`src/rtl/div_pkg.sv`:
```
// Shared types and constants for the sequential restoring divider.
package div_pkg;

  localparam int WIDTH = 12;
  localparam int CNT_W = $clog2(WIDTH);
  localparam logic [WIDTH-1:0] DIV0_QUOTIENT = {WIDTH{1'b1}};

  typedef enum logic [1:0] {
    IDLE = 2'd0,
    CALC = 2'd1,
    DONE = 2'd2
  } state_t;

endpackage

```
`src/rtl/full_adder.sv`:
```
// One-bit full-adder cell shared by the multiplier and divider datapaths.
module full_adder (
  input  logic i_a,
  input  logic i_b,
  input  logic i_c,
  output logic o_s,
  output logic o_c
);

  assign o_s = i_a ^ i_b ^ i_c;
  assign o_c = (i_a & i_b) | (i_a & i_c) | (i_b & i_c);

endmodule

```
`src/rtl/ripple_sub_12.sv`:
```
// 12-bit ripple subtractor a - b: full-adder chain on ~b with carry-in 1.
module ripple_sub_12
  import div_pkg::*;
(
  input  logic [WIDTH-1:0] i_a,
  input  logic [WIDTH-1:0] i_b,
  output logic [WIDTH-1:0] o_diff,
  output logic             o_borrow
);

  logic [WIDTH:0] w_carry;

  assign w_carry[0] = 1'b1;

  for (genvar g = 0; g < WIDTH; g++) begin : g_fa
    full_adder u_fa (
      .i_a (i_a[g]),
      .i_b (~i_b[g]),
      .i_c (w_carry[g]),
      .o_s (o_diff[g]),
      .o_c (w_carry[g+1])
    );
  end

  // A missing final carry means a < b.
  assign o_borrow = ~w_carry[WIDTH];

endmodule

```
`src/rtl/seq_divider_12.sv`:
```
// Restoring divider, one quotient bit per clock, start/done handshake.
// Handshake: start is accepted on any edge where busy=0; done pulses for one cycle with the result.
module seq_divider_12
  import div_pkg::*;
(
  input  logic             clk,
  input  logic             rst,
  input  logic             start,
  input  logic [WIDTH-1:0] i1,
  input  logic [WIDTH-1:0] i2,
  output logic [WIDTH-1:0] Quotient,
  output logic [WIDTH-1:0] Remainder,
  output logic             busy,
  output logic             done,
  output logic             div_by_zero
);

  state_t           r_state;
  logic [WIDTH-1:0] r_d;
  logic [WIDTH-1:0] r_q;
  logic [WIDTH-1:0] r_r;
  logic [CNT_W-1:0] r_count;
  logic [WIDTH-1:0] r_quot;
  logic [WIDTH-1:0] r_rem;
  logic             r_busy;
  logic             r_done;
  logic             r_dz;

  logic [WIDTH:0]   w_shift;
  logic [WIDTH-1:0] w_diff_lo;
  logic             w_borrow_lo;
  logic             w_borrow;
  logic [WIDTH-1:0] w_r_next;
  logic [WIDTH-1:0] w_q_next;

  assign w_shift = {r_r, r_q[WIDTH-1]};

  ripple_sub_12 u_sub (
    .i_a      (w_shift[WIDTH-1:0]),
    .i_b      (r_d),
    .o_diff   (w_diff_lo),
    .o_borrow (w_borrow_lo)
  );

  // 13th bit of the trial subtraction: borrow only if the shifted MSB cannot absorb it.
  assign w_borrow = ~w_shift[WIDTH] & w_borrow_lo;
  assign w_r_next = w_borrow ? w_shift[WIDTH-1:0] : w_diff_lo;
  assign w_q_next = {r_q[WIDTH-2:0], ~w_borrow};

  always_ff @(posedge clk or posedge rst) begin
    if (rst) begin
      r_state <= IDLE;
      r_d     <= '0;
      r_q     <= '0;
      r_r     <= '0;
      r_count <= '0;
      r_quot  <= '0;
      r_rem   <= '0;
      r_busy  <= 1'b0;
      r_done  <= 1'b0;
      r_dz    <= 1'b0;
    end else begin
      r_done <= 1'b0;
      case (r_state)
        IDLE, DONE: begin
          if (start) begin
            r_d     <= i2;
            r_q     <= i1;
            r_r     <= '0;
            r_count <= '0;
            if (i2 != '0) begin
              r_state <= CALC;
              r_busy  <= 1'b1;
            end else begin
              r_state <= DONE;
              r_quot  <= DIV0_QUOTIENT;
              r_rem   <= i1;
              r_dz    <= 1'b1;
              r_done  <= 1'b1;
            end
          end else begin
            r_state <= IDLE;
          end
        end
        CALC: begin
          r_q     <= w_q_next;
          r_r     <= w_r_next;
          r_count <= r_count + 1'b1;
          if (r_count == CNT_W'(WIDTH - 1)) begin
            r_state <= DONE;
            r_busy  <= 1'b0;
            r_done  <= 1'b1;
            r_quot  <= w_q_next;
            r_rem   <= w_r_next;
            r_dz    <= 1'b0;
          end
        end
        default: begin
          r_state <= IDLE;
          r_busy  <= 1'b0;
        end
      endcase
    end
  end

  assign Quotient    = r_quot;
  assign Remainder   = r_rem;
  assign busy        = r_busy;
  assign done        = r_done;
  assign div_by_zero = r_dz;

endmodule
```
`config.mk`:
```
export PLATFORM = sky130hd
export DESIGN_NAME = seq_divider_12
export DESIGN_NICKNAME = d
export VERILOG_FILES = /design/src/rtl/div_pkg.sv /design/src/rtl/full_adder.sv /design/src/rtl/ripple_sub_12.sv /design/src/rtl/seq_divider_12.sv
export SDC_FILE = /design/constraint.sdc
export NUM_CORES = 1
export LEC_CHECK = 0
export CAP_MARGIN = 20
export CORE_UTILIZATION = 40
export DETAILED_ROUTE_END_ITERATION = 7
export SYNTH_ARGS = -nofsm -noshare
export SYNTH_HDL_FRONTEND = slang
export SYNTH_HIERARCHICAL = 1
export SYNTH_SLANG_ARGS = --single-unit
```
`constraint.sdc`:
```
create_clock -name clk -period 8 [get_ports clk]
set_clock_uncertainty 0.1 [all_clocks]
set_input_delay 0.8 -clock clk [delete_from_list [all_inputs] [get_ports clk]]
set_output_delay 0.8 -clock clk [all_outputs]
set_load 0.005 [all_outputs]
```
# == Word level (Yosys, flattened, before mapping) ==
# Index checks and enable logic that the tools add are counted.
# totals
register_bits,69
input_bits,27
out_inout_bits,27
wordCells,154
# op_classes
n_addsub,1
eq_ne,7
mux,30
bitwise,98
n_reduce_logical,8
# ops
op,n
2-to-1 mux 12 bit,9
one-hot mux 12 bit (2 select lines),4
bitwise AND 1 bit,35
bitwise OR 1 bit,24
bitwise XOR 1 bit,23
NOT 1 bit,16
nonzero test 12 bit,1
2-to-1 mux 1 bit,8
"inequality test 2 bit, second input constant",4
one-hot mux 4 bit (2 select lines),1
2-to-1 mux 2 bit,3
one-hot mux 1 bit (2 select lines),3
"adder 4 x 1 -> 4 bit, second input constant",1
"== test 4 bit, second input constant",1
2-to-1 mux 4 bit,1
one-hot mux 2 bit (2 select lines),1
AND reduction 2 bit,2
AND reduction 4 bit,1
AND reduction 3 bit,1
"== test 2 x 1 -> 1 bit, second input constant",1
"== test 2 bit, second input constant",1
zero test 2 bit,1
nonzero test 2 bit,1
OR reduction 2 bit,1

# == Logic depth before layout (Yosys ltp) ==
# logic_depth
depth_word,42
mapped_depth,20

# == Modules after synthesis ==
# The synthesis kept the hierarchy.
# by_module_without_submodules
mod,instances,cells_each,area_per_inst_um2,seq_area_each_um2
seq_divider_12,1,277,2966.6,1726.7
full_adder,12,1,20.0,0.0
ripple_sub_12,1,14,52.6,0.0

# == Least setup slack after synthesis ==
# OpenSTA, ideal clock, no wires.
# synth_timing
path_type,register to register
startpoint,register r_q[11]
endpoint,"register r_rem[1], in the netlist Remainder[1]"
setup_time_ns,0.125
arrival_ns,5.918
required_time_ns,7.775
path_slack_ns,1.857
stages_incl_launch_ff,20
path_buffers,2
cell_sequence,dfrtp_1 > fa_1 > fa_1 > fa_1 > fa_1 > fa_1 > fa_1 > fa_1 > fa_1 > fa_1 > fa_1 > fa_1 > fa_1 > inv_1 > nand2b_1 > buf_2 > buf_2 > mux2i_1 > o21ai_0 > mux2_4
# synth_between
elab_chain_len,41
# synth_rtl
element,line_no,text
"start, declared",seq_divider_12.sv:20,logic [WIDTH-1:0] r_q;
"start signal, assigned",seq_divider_12.sv:68,r_q <= i1;
"start signal, assigned",seq_divider_12.sv:86,r_q <= w_q_next;
bitwise AND 1 bit,full_adder.sv:11,assign o_c = (i_a & i_b) | (i_a & i_c) | (i_b & i_c);
bitwise OR 1 bit (*) (2 in series),full_adder.sv:11,
via u_sub.w_carry[1],ripple_sub_12.sv:11,logic [WIDTH:0] w_carry;
bitwise AND 1 bit,full_adder.sv:11,
bitwise OR 1 bit,full_adder.sv:11,
bitwise OR 1 bit (*),full_adder.sv:11,
via u_sub.w_carry[2],ripple_sub_12.sv:11,
bitwise AND 1 bit,full_adder.sv:11,
(+2 left out),-,
via u_sub.w_carry[3],ripple_sub_12.sv:11,
(+3 left out),-,
via u_sub.w_carry[4],ripple_sub_12.sv:11,
(+3 left out),-,
via u_sub.w_carry[5],ripple_sub_12.sv:11,
(+3 left out),-,
via u_sub.w_carry[6],ripple_sub_12.sv:11,
(+3 left out),-,
via u_sub.w_carry[7],ripple_sub_12.sv:11,
(+3 left out),-,
via u_sub.w_carry[8],ripple_sub_12.sv:11,
(+3 left out),-,
via u_sub.w_carry[9],ripple_sub_12.sv:11,
(+3 left out),-,
via u_sub.w_carry[10],ripple_sub_12.sv:11,
(+3 left out),-,
via u_sub.w_carry[11],ripple_sub_12.sv:11,
(+2 left out),-,
bitwise OR 1 bit (*),full_adder.sv:11,
via u_sub.w_carry[12],ripple_sub_12.sv:11,
NOT 1 bit (*),ripple_sub_12.sv:26,assign o_borrow = ~w_carry[WIDTH];
via w_borrow_lo,seq_divider_12.sv:31,logic w_borrow_lo;
bitwise AND 1 bit (*),seq_divider_12.sv:46,assign w_borrow = ~w_shift[WIDTH] & w_borrow_lo;
2-to-1 mux 12 bit (*),seq_divider_12.sv:47,assign w_r_next = w_borrow ? w_shift[WIDTH-1:0] : w_diff_lo;
2-to-1 mux 12 bit (*),seq_divider_12.sv:89,if (r_count == CNT_W'(WIDTH - 1)) begin
one-hot mux 12 bit (2 select lines) (*),seq_divider_12.sv:64,case (r_state)
"end signal, assigned",seq_divider_12.sv:77,r_rem <= i1;
"end signal, assigned",seq_divider_12.sv:94,r_rem <= w_r_next;
"end, declared",seq_divider_12.sv:24,logic [WIDTH-1:0] r_rem;
# The timed path passes the listed nets; every way through them passes the cells marked *. The select of a mux whose other input is x is not followed.
# A chain may end at the register's enable or synchronous reset.

# == Worst setup path after layout ==
# layout_timing
startpoint,register r_q[11]
endpoint,"register r_rem[7], in the netlist Remainder[7]"
# The elaborated chain is that of the path after synthesis.

==> reports/qor.yml <==
floorplanning:
  coreArea_mm2: 0.007807
  ios: 54
  rows: 32
  start_util_pct: 41.75
  fp.dieArea_mm2: 0.008514
  die_height_um: 92.27
  die_w_um: 92.27
routing:
  drt-pass1-iter-count: 4
  wl_um: 6829
  wl_met2_um: 2970
  topRoutingLayerUsed: "met4"
  route.detailed.drc: 0
  vias: 2292
  ant_nets: 0
  drt_iter0_drc: 145
  wl_met3_um: 237
  routed_via_density: 5.015
  m1WireLength_um: 3479
  avgRoutedWirePerCell_um: 14.94
timing:
  drv_slew: 0
  timing.hold.ws_ps: 376.7
  fin_setup_tns_ps: 0
  slew_headroom_pct: 30.94
  rsz0062_at_grt: "false"
  post-route-min-period_ps: 6718
  hold_viol: 0
  post-route-period-util_pct: 83.98
  setup_viol: 0
  fmax_mhz: 148.8
  worst_pin_slew_ps: 1034
placed_design:
  numPortBuffers: 53
  hpwl_um: 4727
  dp_cells: 442
  gp_congestion: 0.7902
  dpl_cell_area_mm2: 0.003835
pwr:
  p_int_mw: 1.069
  combPwrFrac_pct: 47.5
  seqPwrFrac_pct: 37.4
  p_sw_share_pct: 37.84
  p_per_area_mw_per_mm2: 428.5
  p_leak_nw: 1.804
  ir_worst_vdd_mv: 0.1651
  power.net_switching_mw: 0.6507
  clockPowerShare_pct: 15.1
cells_and_area:
  fin_util_pct: 51.39
  mostFrequentLayoutCell: "nand2_1"
  areaGrowthSynthToFinish_pct: 23.11
  fin_area_mm2: 0.004013
  stdcell_count: 457
  diodes: 0
  fin_nets: 391
  final_cell_mix: "nand2_1 (82), dfrtp_1 (69), clkdlybuf4s50_1 (53), o21ai_0 (26), inv_1 (13)"
  drive_gt1_share_pct: 9.859
cts:
  post_cts_buffers: 0
  cts_tree: "yes"
  cts.clk_slew.worst_paths_ps: 70
  cts.repair.resized: 0
  cts_sinks: 69
  cts_max_level: 3
  cts_buffers: 9
  clock_path_buffers: 2
  cts_hold_buf: 0
  clk_latency_ps: 330
  clock-root-buffer: "clkbuf_8"
global_routing:
  track_usage_pct: 17.56
  antenna_found_initial: 0
  grt_pass1_vias: 2244
  grt_pass1_wl_um: 11340
  overflow: 0
  grt_start_max_net_pins: 70
worst_setup_path:
  crit_slowest_cell: "fa_1"
  path_class: "flop to flop"
  worstSetupStartpointType: "flop"
  arrival_ps: 6840
  cp.required_ps: 8120
  cpMostUsedCell: "fa_1"
  worstSetupEndpointType: "flop"
  cp_slowest_stage_delay_ps: 450
  crit_chain: "fa_1 > fa_1 > fa_1 > fa_1 > fa_1 > fa_1 > fa_1 > fa_1 > fa_1 > fa_1 > fa_1 > fa_1 > inv_1 > nand2b_1 > mux2i_1 > o21ai_0 > mux2_2"
  crit_fanout: 14
yosys:
  ys_ff_latch: 69
  synth-edff-count: 0
  syn_area_per_cell_um2: 10.76
  syn_inst: 303
  ys_types: 34
  synth_nets: 343
  ys_async_sr_fraction_pct: 100.0
  syn_area_mm2: 0.003259
  synth_ff_type: "dfrtp_1"
  ys_seq_area_share_pct: 52.98
  yosys_warnings: 6
outcome:
  status: "completed"
flow_run:
  cap_violations: 0
worst_hold_path:
  hold_path_class: "flop to flop"
## power groups by stage
stage	combinational [mW]	clock, mW	sequential (mW)
finish	0.816	0.260	0.643
global route	0.917	0.282	0.669
CTS	0.821	0.267	0.644
detailed placement	0.818	0	0.649
global placement	0.802	0	0.645
floorplan	0.551	0	0.626
## sequential cells by signal, indices dropped and copies added, names as in the netlist
signal       flops
Quotient        12
Remainder       12
busy             1
div_by_zero      1
done             1
r_count          4
r_d             12
r_q             12
r_r             12
r_state          2
## cell type report
| cell class | count | area [um^2] |
|---|---|---|
| clock buffer | 14 | 172.7 |
| clock inverter | 1 | 5.005 |
| fill | 737 | 3795 |
| inverter | 14 | 52.55 |
| multi-input combinational | 201 | 1375 |
| sequential | 69 | 1727 |
| tap | 102 | 127.6 |
| timing repair buffer | 56 | 553.0 |
## metal layers
layer	GRT usage, %	up-vias
met5	0	-
met4	7.943	0
met3	3.151	12
met2	24.69	59
met1	26.25	1119
li1	-	1102
## critical path, delay by kind of cell (launching register included)
family / cells / cell delay [ps]
muxes: 2 / 710
adders and majority gates: 12 / 4750
DFF: 1 / 410
and+or+nand+nor: 1 / 430
buffers and inverters: 1 / 70
AOI/OAI and AO/OA: 1 / 130
## metrics by stage
| stage | setup slack, ps | power, mW |
|---|---|---|
| global placement | 1397 | 1.447 |
| global route | 1039 | 1.868 |
| detailed placement | 1327 | 1.467 |
| finish | 1282 | 1.719 |
| CTS | 1314 | 1.732 |
| floorplan | 1857 | 1.177 |
## path summary, 6_finish.rpt
| check | cells after the start | slack, ps | to | start |
|---|---|---|---|---|
| min reg2reg | 2 | 380 | r_d[10] | r_d[10] |
| max | 17 | 1280 | Remainder[7] | r_q[11] |
| min in group asynchronous | 3 | 940 | r_count[0] | rst |
| max reg2reg | 17 | 1280 | Remainder[7] | r_q[11] |
| max in group asynchronous | 3 | 6300 | r_r[6] | rst |
| min | 2 | 380 | r_d[10] | r_d[10] |
## cells by family (layout without fill, tap and decap cells)
family	count (synthesis)	in the layout	synth area share, %
buffers and inverters	33	85	4.837
muxes	24	24	8.637
and+or+nand+nor	107	107	14.09
AOI/OAI and AO/OA	55	55	11.32
other	1	1	0.1151
xor gates and xnor gates	1	1	0.2688
DFF	69	69	52.98
adders and majority gates	13	13	7.754
## synth_stat cells (2+ instances only)
cell / n / area share, %
mux2_2: 5 / 1.7
mux2i_1: 12 / 3.7
o22ai_1: 4 / 0.77
o21ai_0: 26 / 4.0
mux2_4: 7 / 3.2
nor4_2: 3 / 1.2
buf_2: 5 / 0.77
nand2b_1: 3 / 0.58
o22a_1: 11 / 3.0
nand2_1: 82 / 9.4
nor2_1: 11 / 1.3
nand3_1: 2 / 0.31
dfrtp_1: 69 / 53
fa_1: 12 / 7.4
clkbuf_1: 11 / 1.3
inv_1: 14 / 1.6
a22o_1: 2 / 0.54
a22oi_1: 8 / 1.8
No activity file was read; power rests on OpenSTA's default activity.
